File: src/rtl/prog_loader.sv
// UART program loader: assembles little-endian 32-bit words from a byte
// stream and writes them into the ICCM while holding the core in reset.
// Optional feature macro: PROG_LOADER_CHKSUM_EN adds an XOR checksum word
// after END_WORD that must match the running XOR of all written words.
module prog_loader #(
  parameter int unsigned ADDR_W      = 12,
  parameter logic [31:0] END_WORD    = 32'h0000_0FFF,
  parameter logic [31:0] TIMEOUT_CYC = 32'd200_000
) (
  input  logic              clk_i,
  input  logic              rst_i,
  input  logic              prog_i,
  input  logic              rx_dv_i,
  input  logic [7:0]        rx_byte_i,
  output logic              we_o,
  output logic [ADDR_W-1:0] addr_o,
  output logic [31:0]       wdata_o,
  output logic              prog_rst_no,
  output logic              done_o,
  output logic              err_o
);

`ifdef PROG_LOADER_CHKSUM_EN
  typedef enum logic [2:0] {
    IDLE  = 3'd0,
    RECV  = 3'd1,
    CHECK = 3'd2,
    DONE  = 3'd3,
    ERROR = 3'd4
  } state_t;
`else
  typedef enum logic [2:0] {
    IDLE  = 3'd0,
    RECV  = 3'd1,
    DONE  = 3'd3,
    ERROR = 3'd4
  } state_t;
`endif

  state_t            state;
  logic              prog_q;
  logic [1:0]        byte_cnt;
  logic [23:0]       shift_q;
  logic [31:0]       tmo_cnt;
  logic [ADDR_W-1:0] next_addr;
  logic              full_q;
`ifdef PROG_LOADER_CHKSUM_EN
  logic [31:0]       chk_xor;
`endif

  logic [31:0] word_c;
  logic        tmo_hit_c;
  logic        start_c;

  // Word currently completing (valid when the 4th byte is on rx_byte_i)
  assign word_c    = {rx_byte_i, shift_q};
  // A partial word has been idle for TIMEOUT_CYC cycles
  assign tmo_hit_c = (byte_cnt != 2'd0) && !rx_dv_i && (tmo_cnt >= TIMEOUT_CYC - 32'd1);
  // Load starts on prog_i level in IDLE, only on a fresh rising edge in ERROR
  assign start_c   = ((state == IDLE) && prog_i) ||
                     ((state == ERROR) && prog_i && !prog_q);

  // Loader FSM with registered outputs
  always_ff @(posedge clk_i or posedge rst_i) begin
    if (rst_i) begin
      state       <= IDLE;
      prog_q      <= 1'b0;
      byte_cnt    <= 2'd0;
      shift_q     <= 24'd0;
      tmo_cnt     <= 32'd0;
      next_addr   <= '0;
      full_q      <= 1'b0;
      we_o        <= 1'b0;
      addr_o      <= '0;
      wdata_o     <= 32'd0;
      prog_rst_no <= 1'b1;
      done_o      <= 1'b0;
      err_o       <= 1'b0;
`ifdef PROG_LOADER_CHKSUM_EN
      chk_xor     <= 32'd0;
`endif
    end else begin
      prog_q <= prog_i;
      we_o   <= 1'b0;
      if (start_c) begin
        state       <= RECV;
        byte_cnt    <= 2'd0;
        tmo_cnt     <= 32'd0;
        next_addr   <= '0;
        full_q      <= 1'b0;
        addr_o      <= '0;
        done_o      <= 1'b0;
        err_o       <= 1'b0;
        prog_rst_no <= 1'b0;
`ifdef PROG_LOADER_CHKSUM_EN
        chk_xor     <= 32'd0;
`endif
      end else begin
        case (state)
          RECV: begin
            if (!prog_i || tmo_hit_c) begin
              state <= ERROR;
              err_o <= 1'b1;
            end else if (rx_dv_i) begin
              tmo_cnt  <= 32'd0;
              byte_cnt <= byte_cnt + 2'd1;
              shift_q  <= word_c[31:8];
              if (byte_cnt == 2'd3) begin
                if (word_c == END_WORD) begin
`ifdef PROG_LOADER_CHKSUM_EN
                  state       <= CHECK;
`else
                  state       <= DONE;
                  done_o      <= 1'b1;
                  prog_rst_no <= 1'b1;
`endif
                end else if (full_q) begin
                  state <= ERROR;
                  err_o <= 1'b1;
                end else begin
                  we_o    <= 1'b1;
                  wdata_o <= word_c;
                  addr_o  <= next_addr;
`ifdef PROG_LOADER_CHKSUM_EN
                  chk_xor <= chk_xor ^ word_c;
`endif
                  // Saturate instead of wrapping; the next word overflows
                  if (next_addr == {ADDR_W{1'b1}}) begin
                    full_q <= 1'b1;
                  end else begin
                    next_addr <= next_addr + ADDR_W'(1);
                  end
                end
              end
            end else if (byte_cnt != 2'd0) begin
              tmo_cnt <= tmo_cnt + 32'd1;
            end
          end
`ifdef PROG_LOADER_CHKSUM_EN
          CHECK: begin
            if (!prog_i || tmo_hit_c) begin
              state <= ERROR;
              err_o <= 1'b1;
            end else if (rx_dv_i) begin
              tmo_cnt  <= 32'd0;
              byte_cnt <= byte_cnt + 2'd1;
              shift_q  <= word_c[31:8];
              if (byte_cnt == 2'd3) begin
                if (word_c == chk_xor) begin
                  state       <= DONE;
                  done_o      <= 1'b1;
                  prog_rst_no <= 1'b1;
                end else begin
                  state <= ERROR;
                  err_o <= 1'b1;
                end
              end
            end else if (byte_cnt != 2'd0) begin
              tmo_cnt <= tmo_cnt + 32'd1;
            end
          end
`endif
          DONE: begin
            if (!prog_i) begin
              state <= IDLE;
            end
          end
          IDLE, ERROR: begin
          end
          default: begin
            state <= IDLE;
          end
        endcase
      end
    end
  end

endmodule

File: config.mk
export PLATFORM = sky130hd
export DESIGN_NAME = prog_loader
export DESIGN_NICKNAME = d
export VERILOG_FILES = /design/src/rtl/prog_loader.sv
export SDC_FILE = /design/constraint.sdc
export NUM_CORES = 1
export LEC_CHECK = 0
export CAP_MARGIN = 15
export CORE_MARGIN = 2
export CORE_UTILIZATION = 30
export CTS_CLUSTER_DIAMETER = 200
export DETAILED_ROUTE_END_ITERATION = 10
export DONT_BUFFER_PORTS = 1
export GPL_TIMING_DRIVEN = 0
export PLACE_DENSITY = 0.51
export SYNTH_ARGS = -nofsm -noshare
export SYNTH_HDL_FRONTEND = slang
export SYNTH_SLANG_ARGS = --single-unit
File: constraint.sdc
create_clock -name clk_i -period 12.9 [get_ports clk_i]
set_clock_uncertainty 0.05 [all_clocks]
set_input_delay 2.58 -clock clk_i [delete_from_list [all_inputs] [get_ports clk_i]]
set_output_delay 2.58 -clock clk_i [all_outputs]
set_load 0.02 [all_outputs]
# Yosys cells after proc, flatten, opt, wreduce, memory -nomap -nowiden
# Index checks and enable logic that the tools add are counted.
# word_totals
reg_bits,123
input_bits,12
out_inout_bits,48
elab_cells,128
# op_classes
add_sub_neg,3
magnitude_cmp,1
eq_ne,16
mux,60
n_bitwise,4
reduce_logical,31
# ops
operator,count
two-way mux 12 bit,15
two-way mux 32 bit,5
adder 32 x 1 -> 32 bit (second input constant),1
equality test 32 x 12 -> 1 bit (second input constant),1
greater-or-equal comparator 32 x 18 -> 1 bit (second input constant),1
two-way mux 1 bit,28
two-way mux 3 bit,7
AND reduction 5 bit,4
AND reduction 7 bit,2
adder 12 x 1 -> 12 bit (second input constant),1
equality test 12 bit (second input constant),1
nonzero test 3 bit,4
nonzero test 2 bit,5
case mux 3 bit (3 select lines),1
two-way mux 2 bit,4
!= test 2 bit (second input constant),4
!= test 4 bit (second input constant),2
!= test 3 bit (second input constant),2
AND reduction 3 bit,2
AND reduction 6 bit,1
logical AND 1 bit,5
!= test 5 bit (second input constant),1
inverter 1 bit,4
AND reduction 4 bit,1
other kinds (10),13

# Logic depth before layout (Yosys ltp)
# Gate-level depths: netlist of run 1.
# depth
ltp_word,9
mapped_depth,9
depth_no_buf,7

# Least setup slack after synthesis of run 1
# OpenSTA, ideal clock, no wires.
# synth_path
path_type,input-to-reg
startpoint,input prog_i
endpoint,register tmo_cnt[13]
setup_time_ns,0.078
t_arrival_ns,3.889
required_time_ns,12.772
slack_ns,8.883
cell_stages,6
path_buffers,0
cell_sequence,and2b_1 > nand2_1 > nor3_4 > o211ai_4 > or4_1 > a21oi_1
# synth_between
elab_chain_len,5
word_cells_on_any_way,11
cone_classes,1 x eq/ne; 1 x mux; 9 x reduce/logical
# synth_rtl
element,line,source
start: declaration,12,"input logic prog_i,"
logical AND 1 bit (2 in a row),61,((state == ERROR) && prog_i && !prog_q);
logical OR 1 bit,60,assign start_c = ((state == IDLE) && prog_i) ||
!= test 2 bit (no line) (tied with other cells),-,
AND reduction 3 bit (no line),-,
end signal: assignment,136,tmo_cnt <= tmo_cnt + 32'd1;
end: declaration,44,logic [31:0] tmo_cnt;
# Parallel ways exist; a longest one is shown, timed or not.
# A chain may end at the register's enable or synchronous reset.

# Final worst setup path of run 1
# layout_path
startpoint,input prog_i
endpoint,register wdata_o[0]
# layout_between
elab_chain_len,5
word_cells_on_any_way,9
cone_classes,2 x bitwise; 7 x reduce/logical
# layout_rtl
element,line,source
logical AND 1 bit (2 in a row),61,
logical OR 1 bit,60,
inverter 1 bit (no line),-,
AND reduction 7 bit (no line) (*),-,
end signal: assignment,122,wdata_o <= word_c;
end: declaration,17,"output logic [31:0] wdata_o,"
# Mark *: on every way between the ends. The rest lies on a longest branch, timed or not.

==> results of run 1 <==
## cell type report
| type | instances | area [µm²] |
|---|---|---|
| Inverter | 11 | 46.3 |
| Clock inverter | 12 | 219 |
| Timing Repair Buffer | 1 | 27.5 |
| Fill cell | 1700 | 11000 |
| Tap cell | 225 | 282 |
| Clock buffer | 20 | 447 |
| Buffer | 21 | 90.1 |
| Sequential cell | 123 | 3080 |
| Multi-Input combinational cell | 297 | 2090 |
## worst max-delay path by stage
stage,end,depth (start not counted),slack [ps]
6_report,wdata_o[0],5,9010
5_1_grt,tmo_cnt[9],8,8890
4_1_cts,wdata_o[0],5,8990
3_5_place_dp,wdata_o[0],5,8560
3_3_place_gp,addr_o[0],1,5750
2_1_floorplan,addr_o[0],1,7000
## placed cells by master (no fill, tap or decap), types with 4 or more instances in the layout
master	Yosys	final
or4_1	4	4
nand3_1	17	17
ha_1	4	4
mux2_1	5	5
and3_1	19	19
bufinv_16	0	6
clkbuf_1	9	11
inv_1	11	10
nand4_1	12	12
dfrtp_1	122	122
a21oi_1	12	12
buf_2	9	9
xor2_1	13	13
o211ai_1	5	5
nor2_1	28	28
nand2_1	44	44
or3_1	8	8
nor4_1	8	8
clkbuf_16	0	17
mux2_2	51	51
o21ai_0	20	20
and2_1	6	6
## metrics by stage
stage,setup slack (ps),power [W]
floorplan,7000,0.000525
global placement,5750,0.000553
detailed placement,8560,0.000558
CTS,8990,0.00110
global route,8890,0.00113
finish,9010,0.00108
## layer usage
layer / share of wire (%) / wire [µm]
met5: 0 / 0
met4: 2.7 / 317
met3: 8.0 / 926
met2: 46 / 5380
met1: 43 / 5000
## state kept, by name, summed over array words and instances, names as in the netlist, 2 cells and up
| signal | flops |
|---|---|
| byte_cnt | 2 |
| tmo_cnt | 32 |
| shift_q | 24 |
| wdata_o | 32 |
| next_addr | 12 |
| state | 3 |
| addr_o | 12 |
## cells in the mapped netlist (4+ instances only)
library cell,count,area [µm²]
or4_1,4,30.0
mux2_1,5,56.3
dfrtp_1,122,3050
nor2_1,28,105
ha_1,4,50.1
nand3_1,17,85.1
a21oi_1,12,60.1
nand4_1,12,75.1
nor4_1,8,50.1
and2_1,6,37.5
or3_1,8,50.1
o211ai_1,5,37.5
inv_1,11,41.3
nand2_1,44,165
mux2_2,51,574
xor2_1,13,114
o21ai_0,20,100
buf_2,9,45.0
clkbuf_1,9,33.8
and3_1,19,119
## critical path, stage by stage
cell,delay (ps)
and2b_1,190
nand4_1,180
a211oi_2,440
buf_2,370
mux2_1,360
## power by group through the flow
stage | clock network (W) | registers [W] | logic (W)
global placement | 0 | 0.000481 | 0.0000722
floorplan | 0 | 0.000462 | 0.0000627
detailed placement | 0 | 0.000482 | 0.0000761
global route | 0.000560 | 0.000481 | 0.0000840
finish | 0.000534 | 0.000474 | 0.0000746
CTS | 0.000544 | 0.000476 | 0.0000765
## logic make-up (layout without fill, tap and decap cells)
kind of cell	count (synthesis)	count (layout)	share of synthesized area, %
fa+ha+maj	4	4	0.945
mux	59	59	12.5
compound gates	60	60	7.39
simple gates	160	160	16.3
xor+xnor	14	14	2.31
buf+inv	32	65	2.48
flops	123	123	58.1
==> flow_metrics.py, run 1 <==
metrics = {
    "critical_path": {
        "crit_type": "in -> reg",
        "worstPathMaxFanout": 10,
        "r2r_setup_slack_ps": 10520,
        "critPathCaptureType": "flop",
        "reg2regPathDepth": 9,
        "critPathArrivalTime_ps": 4130,
        "cp-start-kind": "primary input",
        "r2r-end": "tmo_cnt[10]",
        "worstPathRequired_ps": 13140,
        "r2r_start": "tmo_cnt[0]",
        "cp-startpoint": "prog_i",
    },
    "placed_design": {
        "dpl.hpwl_um": 8210,
        "dp.cells": 678,
        "placed_cell_area_mm2": 0.00561,
        "gp_congestion": 0.818,
        "io_buffers": 0,
    },
    "clock_tree": {
        "insertion_delay_ps": 410,
        "cts_hold_buffers": 0,
        "cts-root-buf": "clkbuf_16",
        "cts_resized": 0,
        "cts_made_buffers": 17,
        "clock_tree.buffer_depth": 2,
        "htreeDepth": 4,
        "clkTransAtPathRegs_ps": 50,
        "cts_post_setup_buffers_inserted": 0,
        "cts.sinks": 123,
        "cts_tree": "done",
    },
    "yosys": {
        "ys_warn_count": 0,
        "yosys_most_used_dff": "dfrtp_1",
        "ys_types": 49,
        "synth_edf_count": 0,
        "yosysSeqAreaShare_pct": 58.1,
        "synthesis.area_mm2": 0.00530,
        "async_flop_share_pct": 100,
        "syn_area_per_cell_um2": 11.7,
        "ys_ff_latch": 123,
        "post_synth_inst_count": 452,
        "syn_nets": 468,
    },
    "sta": {
        "finalHoldViolCount": 0,
        "rsz0062_at_grt": "no",
        "holdWs_ps": 441,
        "fin_tns_setup_ps": 0,
        "maxSlewViolCount": 0,
        "worstMarginPinSlew_ps": 599,
        "setup_viol": 0,
        "finalCritPeriodShare_pct": 30.2,
        "slew_headroom_pct": 59.7,
        "clock.fmax_ghz": 0.257,
        "fin_crit_ps": 3890,
    },
    "route": {
        "vias_per_cell": 4.99,
        "first_pass_iters": 4,
        "antenna_left": 0,
        "finalWirelength_um": 11600,
        "drt-initial-drc-count": 155,
        "post_drt_wl_per_cell_um": 16.4,
        "vias": 3541,
        "drt_drc_violations_left": 0,
    },
    "floorplan": {
        "die-area_mm2": 0.0187,
        "io_pins": 60,
        "core_area_mm2": 0.0173,
        "row_count": 48,
        "die_w_um": 137,
        "fp.dieH_um": 137,
        "start_util_pct": 30.6,
    },
    "global_route": {
        "grt_pass1_vias": 3684,
        "busiest_layer": "met2",
        "grt_start_max_net_pins": 65,
        "grt.overflow.total": 0,
        "grt.met3_usage_pct": 5.59,
        "antenna_found_initial": 0,
        "track_usage_pct": 13.5,
        "grt_util_met1_pct": 16.5,
        "grt_util_met2_pct": 20.2,
        "grt_first_pass_wirelength_um": 19300,
    },
    "outcome": {
        "outcome": "complete, no violations",
    },
    "power_and_ir_drop": {
        "power_frac_comb_pct": 6.9,
        "swShare_pct": 23.1,
        "peakVddDrop_mv": 0.0917,
        "seqPwrFrac_pct": 43.8,
        "p_per_area_mw_per_mm2": 172,
        "p_leak_nw": 2.86,
        "power_frac_clock_pct": 49.3,
        "p_sw_w": 0.000250,
        "p_int_w": 0.000833,
    },
    "finish": {
        "finalNetCount": 488,
        "diodes": 0,
        "syn2layout_area_growth_pct": 18.5,
        "drive_above_1_share_pct": 21.6,
        "final_design_area_no_fill_mm2": 0.00628,
        "final_cells": 710,
        "post-route-util_pct": 36.3,
    },
    "worst_hold_path": {
        "hold_depth": 1,
        "hp-start": "state[1]",
        "hold_end": "state[2]",
        "hold_path_class": "reg -> reg",
    },
    "job": {
        "maxCapViolCount": 0,
    },
}
No activity file was read; power rests on OpenSTA's default activity.
==> run 2, diff against run 1 <==
PLACE_DENSITY = 0.52   (was 0.51)
clock period = 3.5 ns   (was 12.9 ns; I/O delays follow)
==> run 2 against run 1 <==
Non-clock buffer count rose by 2. Wire length fell by 1.5%. Critical path depth rose by 4.
==> flow_metrics.py, run 2 (synthesis gave the netlist of run 1 again) <==
metrics = {
    "floorplan": {
        "row_count": 48,
        "fp.dieH_um": 137,
        "die-area_mm2": 0.0187,
        "core_area_mm2": 0.0173,
        "io_pins": 60,
        "start_util_pct": 30.6,
        "die_w_um": 137,
    },
    "critical_path": {
        "critical-path-top-delay-family": "compound AO/OA/AOI/OAI gates",
        "reg2regPathDepth": 9,
        "critPathArrivalTime_ps": 2630,
        "worstPathRequired_ps": 3720,
        "crit_chain": "ha_1, nand2_1, o21ai_0, a21oi_2, o21ai_2, buf_2, buf_2, o21ai_0, a21oi_1",
        "cp_slowest_cell": "dfrtp_1",
        "r2r_start": "tmo_cnt[0]",
        "max_stage_delay_ps": 420,
        "cp-start-kind": "flop",
        "r2r_setup_slack_ps": 1080,
        "worstPathMaxFanout": 10,
        "r2r-end": "tmo_cnt[12]",
        "crit_type": "reg -> reg",
        "critPathCaptureType": "flop",
        "crit_buf_inv": 2,
    },
    "placed_design": {
        "dpl.hpwl_um": 8210,
        "io_buffers": 0,
        "placed_cell_area_mm2": 0.00564,
        "gp_congestion": 0.827,
    },
    "sta": {
        "fin_tns_setup_ps": 0,
        "finalCritPeriodShare_pct": 69.0,
        "rsz0062_at_grt": "no",
        "clock.fmax_ghz": 0.414,
        "fin_crit_ps": 2420,
        "worstMarginPinSlew_ps": 653,
        "finalHoldViolCount": 0,
        "slew_headroom_pct": 56.0,
        "maxSlewViolCount": 0,
        "setup_viol": 0,
    },
    "finish": {
        "fill_cells": 1724,
        "final_cell_mix": "122 x dfrtp_1, 51 x mux2_2, 44 x nand2_1",
        "post-route-util_pct": 35.9,
        "finalNetCount": 490,
        "final_design_area_no_fill_mm2": 0.00621,
        "drive_above_1_share_pct": 21.4,
        "final_common_cell": "dfrtp_1",
        "syn2layout_area_growth_pct": 17.1,
        "reg_top3": "tmo_cnt x32, wdata_o x32, shift_q x24",
        "diodes": 0,
    },
    "power_and_ir_drop": {
        "p_leak_nw": 2.82,
        "swShare_pct": 24.7,
        "p_int_w": 0.00277,
        "seqPwrFrac_pct": 47.3,
        "p_per_area_mw_per_mm2": 593,
        "p_sw_w": 0.000909,
        "power_frac_comb_pct": 7.6,
        "power_frac_clock_pct": 45.1,
        "peakVddDrop_mv": 0.401,
    },
    "clock_tree": {
        "clkTransAtPathRegs_ps": 50,
        "cts_resized": 0,
        "clock_tree.buffer_depth": 2,
        "htreeDepth": 4,
        "cts_post_setup_buffers_inserted": 0,
        "cts-root-buf": "clkbuf_16",
        "cts.sinks": 123,
        "cts_tree": "done",
        "cts_made_buffers": 17,
        "insertion_delay_ps": 410,
        "cts_hold_buffers": 0,
    },
    "route": {
        "first_pass_iters": 4,
        "drt_drc_violations_left": 0,
        "vias": 3503,
        "vias_per_cell": 4.92,
        "antenna_left": 0,
        "finalWirelength_um": 11400,
        "drt-initial-drc-count": 195,
        "post_drt_wl_per_cell_um": 16.1,
    },
    "worst_hold_path": {
        "hold_path_class": "in -> async",
    },
    "global_route": {
        "grt.overflow.total": 0,
        "track_usage_pct": 13.3,
        "grt_first_pass_wirelength_um": 19100,
        "grt_pass1_vias": 3636,
        "grt_start_max_net_pins": 43,
        "antenna_found_initial": 0,
    },
    "outcome": {
        "outcome": "complete, no violations",
    },
    "job": {
        "maxCapViolCount": 0,
    },
}
-- run 2: cell count changes in the layout (fill, tap and decap cells not counted), sizes merged --
cell    delta
buf        +2
clkinv     +1
bufinv     -4
inv        +1
clkbuf     +2
-- run 2: worst max-delay path by stage --
stage / from / to / slack, ps / cells after the start
after floorplan: rst_i / addr_o[0] / 1240 / 1
after global placement: rst_i / wdata_o[27] / 600 / 1
after detailed placement: prog_i / wdata_o[1] / 1030 / 5
after CTS: shift_q[15] / addr_o[0] / 1050 / 7
after global routing: tmo_cnt[0] / tmo_cnt[14] / 860 / 9
final: tmo_cnt[0] / tmo_cnt[12] / 1080 / 9
-- run 2: power by group through the flow --
| stage | combinational (W) | clock [W] | sequential, W |
|---|---|---|---|
| floorplan | 0.000231 | 0 | 0.00170 |
| global placement | 0.000267 | 0 | 0.00177 |
| detailed placement | 0.000286 | 0 | 0.00177 |
| CTS | 0.000287 | 0.00170 | 0.00175 |
| global route | 0.000315 | 0.00176 | 0.00177 |
| finish | 0.000280 | 0.00166 | 0.00174 |
-- run 2: final cells by class --
| type | instances | area, µm² | share of cell area [%] |
|---|---|---|---|
| multi-input cells | 297 | 2090 | 33.6 |
| inverters | 11 | 45.0 | 0.726 |
| repair buffers | 3 | 60.1 | 0.968 |
| well taps | 225 | 282 | 4.54 |
| clock buffers | 22 | 444 | 7.16 |
| clock inverters | 10 | 118 | 1.90 |
| plain buffers | 21 | 90.1 | 1.45 |
| flip-flops and latches | 123 | 3080 | 49.6 |
-- run 2: routing by layer --
layer	GRT usage (%)	part of all wire, %	up-vias
li1	-	-	1664
met1	17.0	45	1749
met2	19.9	46	74
met3	5.67	7.6	16
met4	5.21	1.5	0
met5	0	0	-
-- run 2: worst reg2reg max path: cells and delay by family (launching register included) --
family | cells | cell delay, ps
adders and majority gates | 1 | 250
DFF | 1 | 420
buffers and inverters | 2 | 410
and+or+nand+nor | 1 | 190
AOI/OAI and AO/OA | 5 | 970
-- run 2: through the flow --
stage	hold slack, ps	setup WS [ps]	power [W]	instances
floorplan	410	1240	0.00194	452
global placement	435	597	0.00204	677
detailed placement	451	1030	0.00206	680
CTS	111	1050	0.00374	712
global route	129	855	0.00385	712
finish	116	1080	0.00368	712
==> run 3, diff against run 2 <==
clock period = 2.1 ns   (was 3.5 ns; I/O delays follow)
==> run 3 against run 2 <==
Sequential cell count is the same. Register-to-register slack worse by 1100 ps. First-iteration DRC count is 16% higher. Hold slack worse by 52 ps. Power rose by 71%. Clock power is 67% higher. Utilization rose by 2.1 points. Sequential share of layout area decreased by 2.8 points. Maximum frequency up 17%. Critical endpoint is now state[2].
==> flow_metrics.py, run 3 (synthesis gave the netlist of run 1 again) <==
metrics = {
    "finish": {
        "reg_top3": "tmo_cnt x32, wdata_o x32, shift_q x24",
        "final_design_area_no_fill_mm2": 0.00658,
        "fill_cells": 1689,
        "finalNetCount": 506,
        "final_cells": 728,
        "final_common_cell": "dfrtp_1",
        "post-route-util_pct": 38.0,
        "drive_above_1_share_pct": 29.0,
        "syn2layout_area_growth_pct": 24.1,
        "diodes": 0,
        "final_cell_mix": "122 x dfrtp_1, 51 x mux2_2, 43 x nand2_1",
    },
    "power_and_ir_drop": {
        "power_frac_comb_pct": 9.5,
        "p_int_w": 0.00471,
        "peakVddDrop_mv": 0.656,
        "seqPwrFrac_pct": 46.5,
        "power_frac_clock_pct": 44.0,
        "p_leak_nw": 2.98,
        "p_per_area_mw_per_mm2": 956,
        "swShare_pct": 25.1,
        "p_sw_w": 0.00158,
    },
    "critical_path": {
        "crit_buf_inv": 0,
        "worstPathRequired_ps": 2330,
        "worstPathMaxFanout": 2,
        "endpoint": "state[2]",
        "reg2regPathDepth": 6,
        "crit_chain": "nand4bb_4, or4_4, o221ai_4, o41ai_2, o211ai_1, o21ai_1",
        "r2r_setup_slack_ps": 30,
        "cp.depth": 6,
        "critPathArrivalTime_ps": 2300,
        "max_stage_delay_ps": 590,
        "cp-startpoint": "shift_q[13]",
        "r2r_start": "shift_q[13]",
        "critical-path-top-delay-family": "simple AND/OR/NAND/NOR gates",
        "cp-start-kind": "flop",
        "crit_type": "reg -> reg",
        "cp_slowest_cell": "or4_4",
        "r2r-end": "state[2]",
        "critPathCaptureType": "flop",
    },
    "sta": {
        "slew_headroom_pct": 63.9,
        "maxSlewViolCount": 0,
        "clock.fmax_ghz": 0.484,
        "finalHoldViolCount": 0,
        "rsz0062_at_grt": "yes",
        "fin_tns_setup_ps": 0,
        "worstMarginPinSlew_ps": 541,
        "fin_crit_ps": 2070,
        "finalCritPeriodShare_pct": 98.4,
        "setup_viol": 0,
    },
    "floorplan": {
        "start_util_pct": 30.6,
        "die-area_mm2": 0.0187,
        "io_pins": 60,
        "core_area_mm2": 0.0173,
        "fp.dieH_um": 137,
        "die_w_um": 137,
        "row_count": 48,
    },
    "route": {
        "post_drt_wl_per_cell_um": 16.2,
        "finalWirelength_um": 11800,
        "vias_per_cell": 4.93,
        "antenna_left": 0,
        "drt_drc_violations_left": 0,
        "first_pass_iters": 4,
        "vias": 3592,
        "drt-initial-drc-count": 227,
    },
    "placed_design": {
        "dpl.hpwl_um": 8210,
        "io_buffers": 0,
        "placed_cell_area_mm2": 0.00564,
        "dp.cells": 680,
        "gp_congestion": 0.827,
    },
    "outcome": {
        "outcome": "complete, no violations",
    },
    "global_route": {
        "busiest_layer": "met2",
        "grt_util_met1_pct": 17.7,
        "antenna_found_initial": 0,
        "grt_util_met2_pct": 20.7,
        "grt_pass1_vias": 3744,
        "grt.met3_usage_pct": 5.41,
        "track_usage_pct": 13.7,
        "grt.overflow.total": 0,
        "grt_first_pass_wirelength_um": 19700,
        "grt_start_max_net_pins": 43,
    },
    "clock_tree": {
        "clock_tree.buffer_depth": 2,
        "cts-root-buf": "clkbuf_16",
        "htreeDepth": 4,
        "cts_tree": "done",
        "insertion_delay_ps": 410,
        "clkTransAtPathRegs_ps": 50,
        "cts_made_buffers": 17,
        "cts.sinks": 123,
    },
    "job": {
        "maxCapViolCount": 0,
    },
    "worst_hold_path": {
        "hold_path_class": "in -> reg",
    },
}
## run 3: metal layers
layer  share of wire, %  vias to the layer above  routed length [µm]
met5                  0                        -                   0
met4                1.4                        0                 168
met3                7.0                       16                 829
met2                 47                       80                5530
met1                 45                     1800                5300
li1                   -                     1696                   -
## run 3: cell type report
cell class / count / area [µm²] / share of cell area, %
flip-flops and latches: 123 / 3080 / 46.8
multi-input cells: 297 / 2280 / 34.6
clock buffers: 22 / 444 / 6.75
well taps: 225 / 282 / 4.28
repair buffers: 20 / 204 / 3.10
plain buffers: 20 / 129 / 1.96
clock inverters: 10 / 118 / 1.79
inverters: 11 / 45.0 / 0.685
## run 3: worst min path at each step
stage	depth (start not counted)	slack (ps)	to	start
after floorplan	0	400	prog_q	prog_i
after global placement	0	400	prog_q	prog_i
after detailed placement	1	260	tmo_cnt[8]	rst_i
after CTS	1	40	tmo_cnt[0]	rx_dv_i
after global routing	1	60	tmo_cnt[0]	rx_dv_i
final	1	60	tmo_cnt[0]	rx_dv_i
## run 3: power groups by stage
| stage | clock network (W) | logic (W) | registers [W] |
|---|---|---|---|
| 4_1_cts | 0.00284 | 0.000597 | 0.00293 |
| 3_3_place_gp | 0 | 0.000444 | 0.00295 |
| 3_5_place_dp | 0 | 0.000477 | 0.00295 |
| 6_report | 0.00277 | 0.000595 | 0.00292 |
| 5_1_grt | 0.00294 | 0.000662 | 0.00297 |
| 2_1_floorplan | 0 | 0.000386 | 0.00284 |
## run 3: repair_timing
action                     4_1_cts  5_1_grt
resized for setup               22       39
gates cloned                     1        0
pin swaps                       13       14
buffers inserted                12        2
hold endpoints to repair        15        0
hold buffers                     2        0
setup endpoints to repair       73       74
## run 3: metrics by stage
stage | hold slack [ps] | worst slack, ps | power [W]
after global placement | 403 | -523 | 0.00339
final | 63.5 | 33.2 | 0.00629
after detailed placement | 263 | -318 | 0.00343
after CTS | 44.4 | 2.08 | 0.00636
after floorplan | 401 | 47.0 | 0.00323
after global routing | 60.6 | -116 | 0.00657
